[src/rtl/snake_dir_ctrl_pkg.sv]
// Shared definitions for the snake heading controller: direction codes,
// widths, the decoded button request record and the reversal helper.
package snake_dir_ctrl_pkg;

    localparam int DIR_W = 2;
    localparam int CNT_W = 3;

    localparam logic [DIR_W-1:0] DIR_UP    = 2'b00;
    localparam logic [DIR_W-1:0] DIR_RIGHT = 2'b01;
    localparam logic [DIR_W-1:0] DIR_DOWN  = 2'b10;
    localparam logic [DIR_W-1:0] DIR_LEFT  = 2'b11;

    // Result of the fixed-priority button arbiter for one cycle.
    typedef struct packed {
        logic             valid;   // at least one button pulsed
        logic [DIR_W-1:0] dir;     // winning direction
        logic             others;  // a lower-priority button was also pulsed
    } req_t;

    // Heading that would turn the snake back onto itself.
    function automatic logic [DIR_W-1:0] opposite(input logic [DIR_W-1:0] d);
        return d ^ 2'b10;
    endfunction

endpackage

[src/rtl/snake_dir_ctrl_if.sv]
// Button/strobe inputs and heading/status outputs of the heading controller.
interface snake_dir_ctrl_if;
    import snake_dir_ctrl_pkg::*;

    logic             restart;
    logic             enable;
    logic             btn_up;
    logic             btn_right;
    logic             btn_down;
    logic             btn_left;
    logic             step_tick;
    logic [DIR_W-1:0] dir;
    logic             turn_applied;
    logic             req_rejected;
    logic             req_dropped;
    logic [CNT_W-1:0] queue_count;

    modport master (
        output restart, enable, btn_up, btn_right, btn_down, btn_left, step_tick,
        input  dir, turn_applied, req_rejected, req_dropped, queue_count
    );

    modport slave (
        input  restart, enable, btn_up, btn_right, btn_down, btn_left, step_tick,
        output dir, turn_applied, req_rejected, req_dropped, queue_count
    );

endinterface

[src/rtl/snake_dir_ctrl_dir_fifo.sv]
// Small queue of pending 2-bit headings. Entry 0 is always the head; a pop
// shifts everything down one slot. Push and pop may coincide, including
// when full, in which case the count is unchanged.
module dir_fifo
    import snake_dir_ctrl_pkg::*;
#(
    parameter int DEPTH = 2
) (
    input  logic             clk,
    input  logic             rst,
    input  logic             i_flush,
    input  logic             i_push,
    input  logic             i_pop,
    input  logic [DIR_W-1:0] i_din,
    output logic [DIR_W-1:0] o_head,
    output logic [DIR_W-1:0] o_tail,
    output logic [CNT_W-1:0] o_count,
    output logic             o_full,
    output logic             o_empty
);

    logic [DEPTH*DIR_W-1:0] r_mem;
    logic [CNT_W-1:0]       r_count;

    logic                   w_do_push;
    logic                   w_do_pop;
    logic [DEPTH*DIR_W-1:0] w_shifted;
    logic [DEPTH*DIR_W-1:0] w_mem_nxt;
    logic [CNT_W-1:0]       w_wr_idx;
    logic [CNT_W-1:0]       w_count_nxt;

    assign o_empty   = (r_count == '0);
    assign o_full    = (r_count == CNT_W'(DEPTH));
    assign o_count   = r_count;
    assign o_head    = r_mem[DIR_W-1:0];
    assign w_do_pop  = i_pop && !o_empty;
    assign w_do_push = i_push && (!o_full || w_do_pop);

    // Select the newest entry (slot count-1); slot 0 when empty is a don't-care.
    always_comb begin
        // NOTE: every always_comb output gets a default first so no path leaves it unassigned (no latch).
        o_tail = r_mem[DIR_W-1:0];
        for (int i = 1; i < DEPTH; i++) begin
            if (r_count == CNT_W'(i + 1)) begin
                o_tail = r_mem[i*DIR_W +: DIR_W];
            end
        end
    end

    // Next storage image: shift on pop, then drop the new entry just past the survivors.
    always_comb begin
        w_shifted = w_do_pop ? (r_mem >> DIR_W) : r_mem;
        w_wr_idx  = w_do_pop ? (r_count - CNT_W'(1)) : r_count;
        w_mem_nxt = w_shifted;
        for (int i = 0; i < DEPTH; i++) begin
            if (w_do_push && (w_wr_idx == CNT_W'(i))) begin
                w_mem_nxt[i*DIR_W +: DIR_W] = i_din;
            end
        end
    end

    // Occupancy bookkeeping.
    always_comb begin
        w_count_nxt = r_count;
        case ({w_do_push, w_do_pop})
            2'b10:   w_count_nxt = r_count + CNT_W'(1);
            2'b01:   w_count_nxt = r_count - CNT_W'(1);
            default: w_count_nxt = r_count;
        endcase
    end

    // Occupancy register; flush and reset both empty the queue.
    always_ff @(posedge clk) begin
        // NOTE: sequential state uses non-blocking assignments so every register samples pre-edge values.
        if (rst || i_flush) begin
            r_count <= '0;
        end else begin
            r_count <= w_count_nxt;
        end
    end

    // Entry storage.
    always_ff @(posedge clk) begin
        // NOTE: storage is not reset; the count alone defines which slots hold valid entries.
        r_mem <= w_mem_nxt;
    end

endmodule

[src/rtl/snake_dir_ctrl.sv]
// Turns debounced button pulses into the snake's registered heading.
// Requests are arbitrated (up > right > down > left), validated against the
// newest pending heading, queued, and applied one per game step.
module snake_dir_ctrl
    import snake_dir_ctrl_pkg::*;
#(
    parameter int               QUEUE_DEPTH = 2,
    parameter logic [DIR_W-1:0] RESET_DIR   = 2'b01
) (
    input  logic             clk,
    input  logic             rst,
    snake_dir_ctrl_if.slave  bus
);

    logic [DIR_W-1:0] r_dir;
    logic             r_turn_applied;
    logic             r_req_rejected;
    logic             r_req_dropped;

    req_t             w_req;
    logic [DIR_W-1:0] w_head;
    logic [DIR_W-1:0] w_tail;
    logic [CNT_W-1:0] w_count;
    logic             w_full;
    logic             w_empty;
    logic [DIR_W-1:0] w_ref;
    logic             w_bad_turn;
    logic             w_accept;
    logic             w_pop;
    logic             w_pop_eff;
    logic             w_room;
    logic             w_push;
    logic             w_rej_nxt;
    logic             w_drop_nxt;

    // Fixed-priority arbiter: only the highest-priority pulse is evaluated.
    always_comb begin
        w_req = '0;
        if (bus.btn_up) begin
            w_req.valid  = 1'b1;
            w_req.dir    = DIR_UP;
            w_req.others = bus.btn_right | bus.btn_down | bus.btn_left;
        end else if (bus.btn_right) begin
            w_req.valid  = 1'b1;
            w_req.dir    = DIR_RIGHT;
            w_req.others = bus.btn_down | bus.btn_left;
        end else if (bus.btn_down) begin
            w_req.valid  = 1'b1;
            w_req.dir    = DIR_DOWN;
            w_req.others = bus.btn_left;
        end else if (bus.btn_left) begin
            w_req.valid  = 1'b1;
            w_req.dir    = DIR_LEFT;
        end
    end

    // Validate against the heading the snake will have when this turn is applied.
    assign w_ref      = w_empty ? r_dir : w_tail;
    assign w_bad_turn = (w_req.dir == w_ref) || (w_req.dir == opposite(w_ref));
    assign w_accept   = bus.enable && w_req.valid && !w_bad_turn;

    // A same-edge pop frees a slot, so a full queue can still take the push.
    assign w_pop      = bus.enable && bus.step_tick;
    assign w_pop_eff  = w_pop && !w_empty;
    assign w_room     = !w_full || w_pop_eff;
    assign w_push     = w_accept && w_room;
    assign w_rej_nxt  = bus.enable && w_req.valid && w_bad_turn;
    assign w_drop_nxt = bus.enable && (w_req.others || (w_accept && !w_room));

    dir_fifo #(
        .DEPTH   (QUEUE_DEPTH)
    ) u_fifo (
        .clk     (clk),
        .rst     (rst),
        .i_flush (bus.restart),
        .i_push  (w_push),
        .i_pop   (w_pop),
        .i_din   (w_req.dir),
        .o_head  (w_head),
        .o_tail  (w_tail),
        .o_count (w_count),
        .o_full  (w_full),
        .o_empty (w_empty)
    );

    // Heading register and one-cycle status pulses.
    always_ff @(posedge clk) begin
        if (rst || bus.restart) begin
            r_dir          <= RESET_DIR;
            r_turn_applied <= 1'b0;
            r_req_rejected <= 1'b0;
            r_req_dropped  <= 1'b0;
        end else begin
            if (w_pop_eff) begin
                r_dir <= w_head;
            end
            r_turn_applied <= w_pop_eff;
            r_req_rejected <= w_rej_nxt;
            r_req_dropped  <= w_drop_nxt;
        end
    end

    assign bus.dir          = r_dir;
    assign bus.turn_applied = r_turn_applied;
    assign bus.req_rejected = r_req_rejected;
    assign bus.req_dropped  = r_req_dropped;
    assign bus.queue_count  = w_count;

endmodule

[src/flat_wrapper.sv]
// flat-port wrapper written by rule: the top's interface ports become plain ports
module snake_dir_ctrl_flat import snake_dir_ctrl_pkg::*;
#(
    parameter int               QUEUE_DEPTH = 2,
    parameter logic [DIR_W-1:0] RESET_DIR   = 2'b01
)
  (clk, rst, bus_restart, bus_enable, bus_btn_up, bus_btn_right, bus_btn_down, bus_btn_left, bus_step_tick, bus_dir, bus_turn_applied, bus_req_rejected, bus_req_dropped, bus_queue_count);
  snake_dir_ctrl_if bus_i ();
  input  logic clk;
  input  logic rst;
  input wire logic [$bits(bus_i.restart)-1:0] bus_restart;
  input wire logic [$bits(bus_i.enable)-1:0] bus_enable;
  input wire logic [$bits(bus_i.btn_up)-1:0] bus_btn_up;
  input wire logic [$bits(bus_i.btn_right)-1:0] bus_btn_right;
  input wire logic [$bits(bus_i.btn_down)-1:0] bus_btn_down;
  input wire logic [$bits(bus_i.btn_left)-1:0] bus_btn_left;
  input wire logic [$bits(bus_i.step_tick)-1:0] bus_step_tick;
  output wire logic [$bits(bus_i.dir)-1:0] bus_dir;
  output wire logic [$bits(bus_i.turn_applied)-1:0] bus_turn_applied;
  output wire logic [$bits(bus_i.req_rejected)-1:0] bus_req_rejected;
  output wire logic [$bits(bus_i.req_dropped)-1:0] bus_req_dropped;
  output wire logic [$bits(bus_i.queue_count)-1:0] bus_queue_count;
  assign bus_i.restart = bus_restart;
  assign bus_i.enable = bus_enable;
  assign bus_i.btn_up = bus_btn_up;
  assign bus_i.btn_right = bus_btn_right;
  assign bus_i.btn_down = bus_btn_down;
  assign bus_i.btn_left = bus_btn_left;
  assign bus_i.step_tick = bus_step_tick;
  assign bus_dir = bus_i.dir;
  assign bus_turn_applied = bus_i.turn_applied;
  assign bus_req_rejected = bus_i.req_rejected;
  assign bus_req_dropped = bus_i.req_dropped;
  assign bus_queue_count = bus_i.queue_count;
  snake_dir_ctrl #(.QUEUE_DEPTH(QUEUE_DEPTH), .RESET_DIR(RESET_DIR)) u_core (.clk(clk), .rst(rst), .bus(bus_i));
endmodule
[config.mk]
export PLATFORM = sky130hd
export DESIGN_NAME = snake_dir_ctrl_flat
export DESIGN_NICKNAME = d
export VERILOG_FILES = /design/src/rtl/snake_dir_ctrl_pkg.sv /design/src/rtl/snake_dir_ctrl_if.sv /design/src/rtl/snake_dir_ctrl_dir_fifo.sv /design/src/rtl/snake_dir_ctrl.sv /design/src/flat_wrapper.sv
export SDC_FILE = /design/constraint.sdc
export NUM_CORES = 1
export LEC_CHECK = 0
export BUFFER_PORTS_ARGS = -buffer_cell sky130_fd_sc_hd__buf_2
export CAP_MARGIN = 20
export CORE_UTILIZATION = 47
export CTS_CLUSTER_SIZE = 28
export DETAILED_ROUTE_END_ITERATION = 7
export PLACE_DENSITY = 0.73
export SLEW_MARGIN = 20
export SYNTH_ARGS = -nofsm -noshare
export SYNTH_HDL_FRONTEND = slang
export SYNTH_HIERARCHICAL = 1
export SYNTH_SLANG_ARGS = --single-unit
export TNS_END_PERCENT = 50
[constraint.sdc]
create_clock -name clk -period 2.7 [get_ports clk]
set_input_delay 0.54 -clock clk [delete_from_list [all_inputs] [get_ports clk]]
set_output_delay 0.54 -clock clk [all_outputs]
set_load 0.1 [all_outputs]
; Yosys cells after proc, flatten, opt, wreduce, memory -nomap -nowiden
; Index checks and enable logic that the tools add are counted.
[word_totals]
input_bits = 9
wordCells = 55
register_bits = 12
out_inout_bits = 8
[classes]
muxes = 12
n_reduce_logical = 24
bitwise_logic = 4
n_eq_ne = 6
add_sub_neg = 2
[ops]
columns = operator, count
row1 = $mux 4, 3
row2 = $logic_and 1x1->1, 11
row3 = $mux 3, 3
row4 = $mux 2, 4
row5 = $logic_not 3->1, 2
row6 = $pmux 3 s2, 1
row7 = $reduce_bool 2->1, 3
row8 = $eq 2x2->1, 2
row9 = $logic_not 1->1, 4
row10 = $logic_or 1x1->1, 4
row11 = $add 3x1->3 const B, 1
row12 = $eq 3x1->1 const B, 1
row13 = $eq 3x2->1 const B, 1
row14 = $or 1x1->1, 3
row15 = $sub 3x1->3 const B, 1
row16 = $eq 2x1->1 const B, 1
row17 = $eq 2x2->1 const B, 1
row18 = $mux 1, 1
row19 = $not 1->1, 1

; Depth between registers and ports, before layout
[logic_depth]
depth_word = 12
depth_mapped = 13
depth_no_buf = 13

; Hierarchy
; The synthesis kept the hierarchy.
[by_module_without_submodules]
columns = module, cells_each, n_inst, area_per_inst_um2
row1 = dir_fifo, 48, 1, 510.5
row2 = snake_dir_ctrl, 32, 1, 277.8

; Least setup slack after synthesis
; Ideal clock, no wire load.
[synth_path]
path_kind = reg-to-reg
start = register u_core.u_fifo.r_count[0] (netlist: u_core/u_fifo/o_count[0])
end = register u_core.u_fifo.r_mem[0], data pin
period_less_slack_ns = 3.405
setup_time_ns = 0.260
slack_ns = -0.705
path_stages_with_launch = 12
arrival_time_ns = 3.144
cell_sequence = dfxtp_1 inv_1 ha_1 nand2b_1 mux2_2 mux2i_1 xnor2_1 and4_1 o21ai_1 a31oi_4 nand2b_2 mux2_4
[synth_between]
elab_cells_between_ends = 21
cone_classes = add/sub: 1 / eq/ne: 3 / mux: 4 / bitwise: 1 / reduce/logical: 12
[synth_lines]
columns = element, line_no
row1 = from (decl), snake_dir_ctrl_dir_fifo.sv:23  ; logic [CNT_W-1:0] r_count;
row2 = from (signal assigned), snake_dir_ctrl_dir_fifo.sv:78  ; r_count <= w_count_nxt;
row3 = $eq 3x2->1 *, snake_dir_ctrl_dir_fifo.sv:44  ; if (r_count == CNT_W'(i + 1)) begin
row4 = $mux 2 *, snake_dir_ctrl_dir_fifo.sv:44
row5 = named net u_core.w_tail[0], snake_dir_ctrl.sv:22  ; logic [DIR_W-1:0] w_tail;
row6 = $mux 2 *, snake_dir_ctrl.sv:58  ; assign w_ref = w_empty ? r_dir : w_tail;
row7 = $eq 2x2->1, snake_dir_ctrl.sv:59  ; assign w_bad_turn = (w_req.dir == w_ref) || (w_req.dir == opposite(w_ref));
row8 = $logic_or 1x1->1 *, snake_dir_ctrl.sv:59
row9 = $logic_not 1->1 *, snake_dir_ctrl.sv:60  ; assign w_accept = bus.enable && w_req.valid && !w_bad_turn;
row10 = $logic_and 1x1->1 *, snake_dir_ctrl.sv:60
row11 = $logic_and 1x1->1 *, snake_dir_ctrl.sv:66  ; assign w_push = w_accept && w_room;
row12 = named net u_core.w_push, snake_dir_ctrl.sv:32  ; logic w_push;
row13 = $logic_and 1x1->1 *, snake_dir_ctrl_dir_fifo.sv:37  ; assign w_do_push = i_push && (!o_full || w_do_pop);
row14 = $logic_and 1x1->1 *, snake_dir_ctrl_dir_fifo.sv:56  ; if (w_do_push && (w_wr_idx == CNT_W'(i))) begin
row15 = $mux 2 *, snake_dir_ctrl_dir_fifo.sv:56
row16 = named net u_core.u_fifo.w_mem_nxt[0], snake_dir_ctrl_dir_fifo.sv:28  ; logic [DEPTH*DIR_W-1:0] w_mem_nxt;
row17 = to (signal assigned), snake_dir_ctrl_dir_fifo.sv:85  ; r_mem <= w_mem_nxt;
row18 = to (decl), snake_dir_ctrl_dir_fifo.sv:22  ; logic [DEPTH*DIR_W-1:0] r_mem;
; Mark *: on every way through the listed nets, which the timed path passes. The rest lies on a longest branch.
; A chain may end at the register's enable or synchronous reset.

; Worst setup path in the final report
; Same ends and word-level chain as after synthesis.

==> results.txt <==
Die area = 0.00182 mm^2
DR vias/cell = 5.46
Final hold vios = 0
CP endpoint kind = register
Max cap viols = 0
CTS tree = done
Syn Area/Cell = 9.84 um^2
GRT Resource Usage Total = 19.3%
Min cycle time layout = 2.54 ns
Worst vdd ir = 0.367 mV
Clk Latency, worst-skew pair = 0.27 ns
First-pass GRT wire length = 2.55 mm
Synth Warn # = 6
DR vias = 623
Max Transition Viols Final = 0
Top Ports = 17
CTS clock-pin slew for the worst setup and hold paths = 0.08 ns
Final Cycle Share = 94.2%
Post-Syn Area = 777 um^2
Pin count of the biggest net entering global routing = 8
Vias in the first global route = 577
Outcome = completed
Synth Instances = 79
Slowest stage cell, crit path = dfxtp_4
Cell at the root of the clock tree = clkbuf_4
Worst EP arrival = 2.57 ns
Endpoints failing setup = 0
DRT iter0 DRCs = 9
FP Rows = 14
Cts bufs inserted = 3
PwrDens = 540 mW/mm^2
Initial antenna violation count = 0
Post-route ant nets = 0
Port Buffer Count = 16
DR DRC count = 0
Fin cells = 114
GPL Wtd Cong = 0.792
Relative slew slack = 68.0%
Setup_tns = 0 ns
F_max = 0.393 GHz
Worst Path Required = 2.72 ns
Post-Syn Nets = 93
Grt ovf = 0
Die Ht = 42.7 um
Antenna Cells = 0
Crit-path max FO = 4
RR Startpoint = u_core/u_fifo/o_count[0]
Hold wc startpoint = rst
Worst hold path type = in2reg
Slew @ Worst Pin = 0.484 ns
Commonest non-fill, non-tap cell in the layout = buf_2
H-tree depth = 1
Placed Instances = 109
Routed WL per cell = 13.1 um
Clock Skews = 0.00573 ns
Detailed Route WL = 1.49 mm
Num Clock Sinks = 12
Core Footprint = 0.00152 mm^2
Chip Width = 42.7 um
Dpl hpwl = 1.14 mm
Critical path startpoint category = register
P_leak = 0.431 nW
Maximum buffer depth of the clock tree = 2
Critical path class = reg2reg
Share of layout cells above drive strength 1 = 40.8%
Area growth syn-to-layout = 23.5%
Critical-path cell list = inv_2 -> ha_1 -> nand2b_1 -> mux2_4 -> mux2i_4 -> xnor2_2 -> and4_1 -> o21ai_2 -> a31oi_4 -> nand2b_4 -> mux2_4
Crit path top cell by count = mux2_4
Crit path largest cell delay = 0.35 ns
First-pass iteration count of the detailed router = 4
CP Launch Point = u_core/u_fifo/o_count[0]
Most frequent cells in the layout = buf_2, nor2_1, inv_1
Initial cell density of the core = 51.0%
Nets = 113
==> critical path, delay by kind of cell (launching register included) <==
kind            cells  cell delay (ns)
mux                 3             0.79
xor+xnor            1             0.14
compound gates      2             0.30
buf+inv             1             0.05
flops               1             0.35
simple gates        3             0.48
fa+ha+maj           1             0.19
==> where the power goes <==
group | total, mW | internal, mW | switching (mW)
Combinational | 0.169 | 0.0665 | 0.102
Sequential | 0.207 | 0.200 | 0.00717
Clock | 0.142 | 0.0819 | 0.0600
Total | 0.518 | 0.349 | 0.169
==> metrics by stage <==
step	utilization, %	power, mW	hold WS (ns)	setup WS, ns	cell area [um^2]
after detailed placement	58.0	0.362	0.510	0.0370	883
after CTS	60.3	0.506	0.489	0.00895	920
final	63.0	0.518	0.509	0.156	960
after global routing	63.0	0.548	0.505	-0.00142	960
after floorplan	-	0.337	0.527	0.0141	798
after global placement	58.0	0.360	0.513	0.0650	883
==> metal layers <==
metal | vias up | global-route usage (%) | wire (um)
li1 | 318 | - | -
met3 | 2 | 6.38 | 74
met2 | 22 | 31.8 | 735
met1 | 281 | 23.1 | 673
met4 | 0 | 7.50 | 10
met5 | - | 0 | 0
==> final timing paths <==
kind	to	cells after the start	slack, ns
max	u_core/u_fifo/r_mem[0]	11	0.16
min	u_core/u_fifo/o_count[2]	2	0.51
max reg2reg	u_core/u_fifo/r_mem[0]	11	0.16
min reg2reg	u_core/bus.dir[0]	2	0.53
==> sequential cells by signal, indices dropped and copies added, names as in the netlist <==
signal	flops
u_core/bus.dir	2
u_core/bus.req_dropped	1
u_core/bus.req_rejected	1
u_core/bus.turn_applied	1
u_core/u_fifo/o_count	3
u_core/u_fifo/r_mem	4
==> timing repair <==
item / 4_1_cts / 5_1_grt
hold buffers: 0 / 0
endpoints found under the setup margin: 0 / 8
endpoints found under the hold margin: 0 / 0
setup buffers: 0 / 1
gates resized for setup: 0 / 9
==> layout make-up <==
class,count,area (um^2)
clock buffer,4,36.3
inverter,7,26.3
fill,131,564
timing repair buffer,17,87.6
multi-input combinational,58,500
sequential,12,289
tap,16,20.0
(Power assumes the default switching activity.)
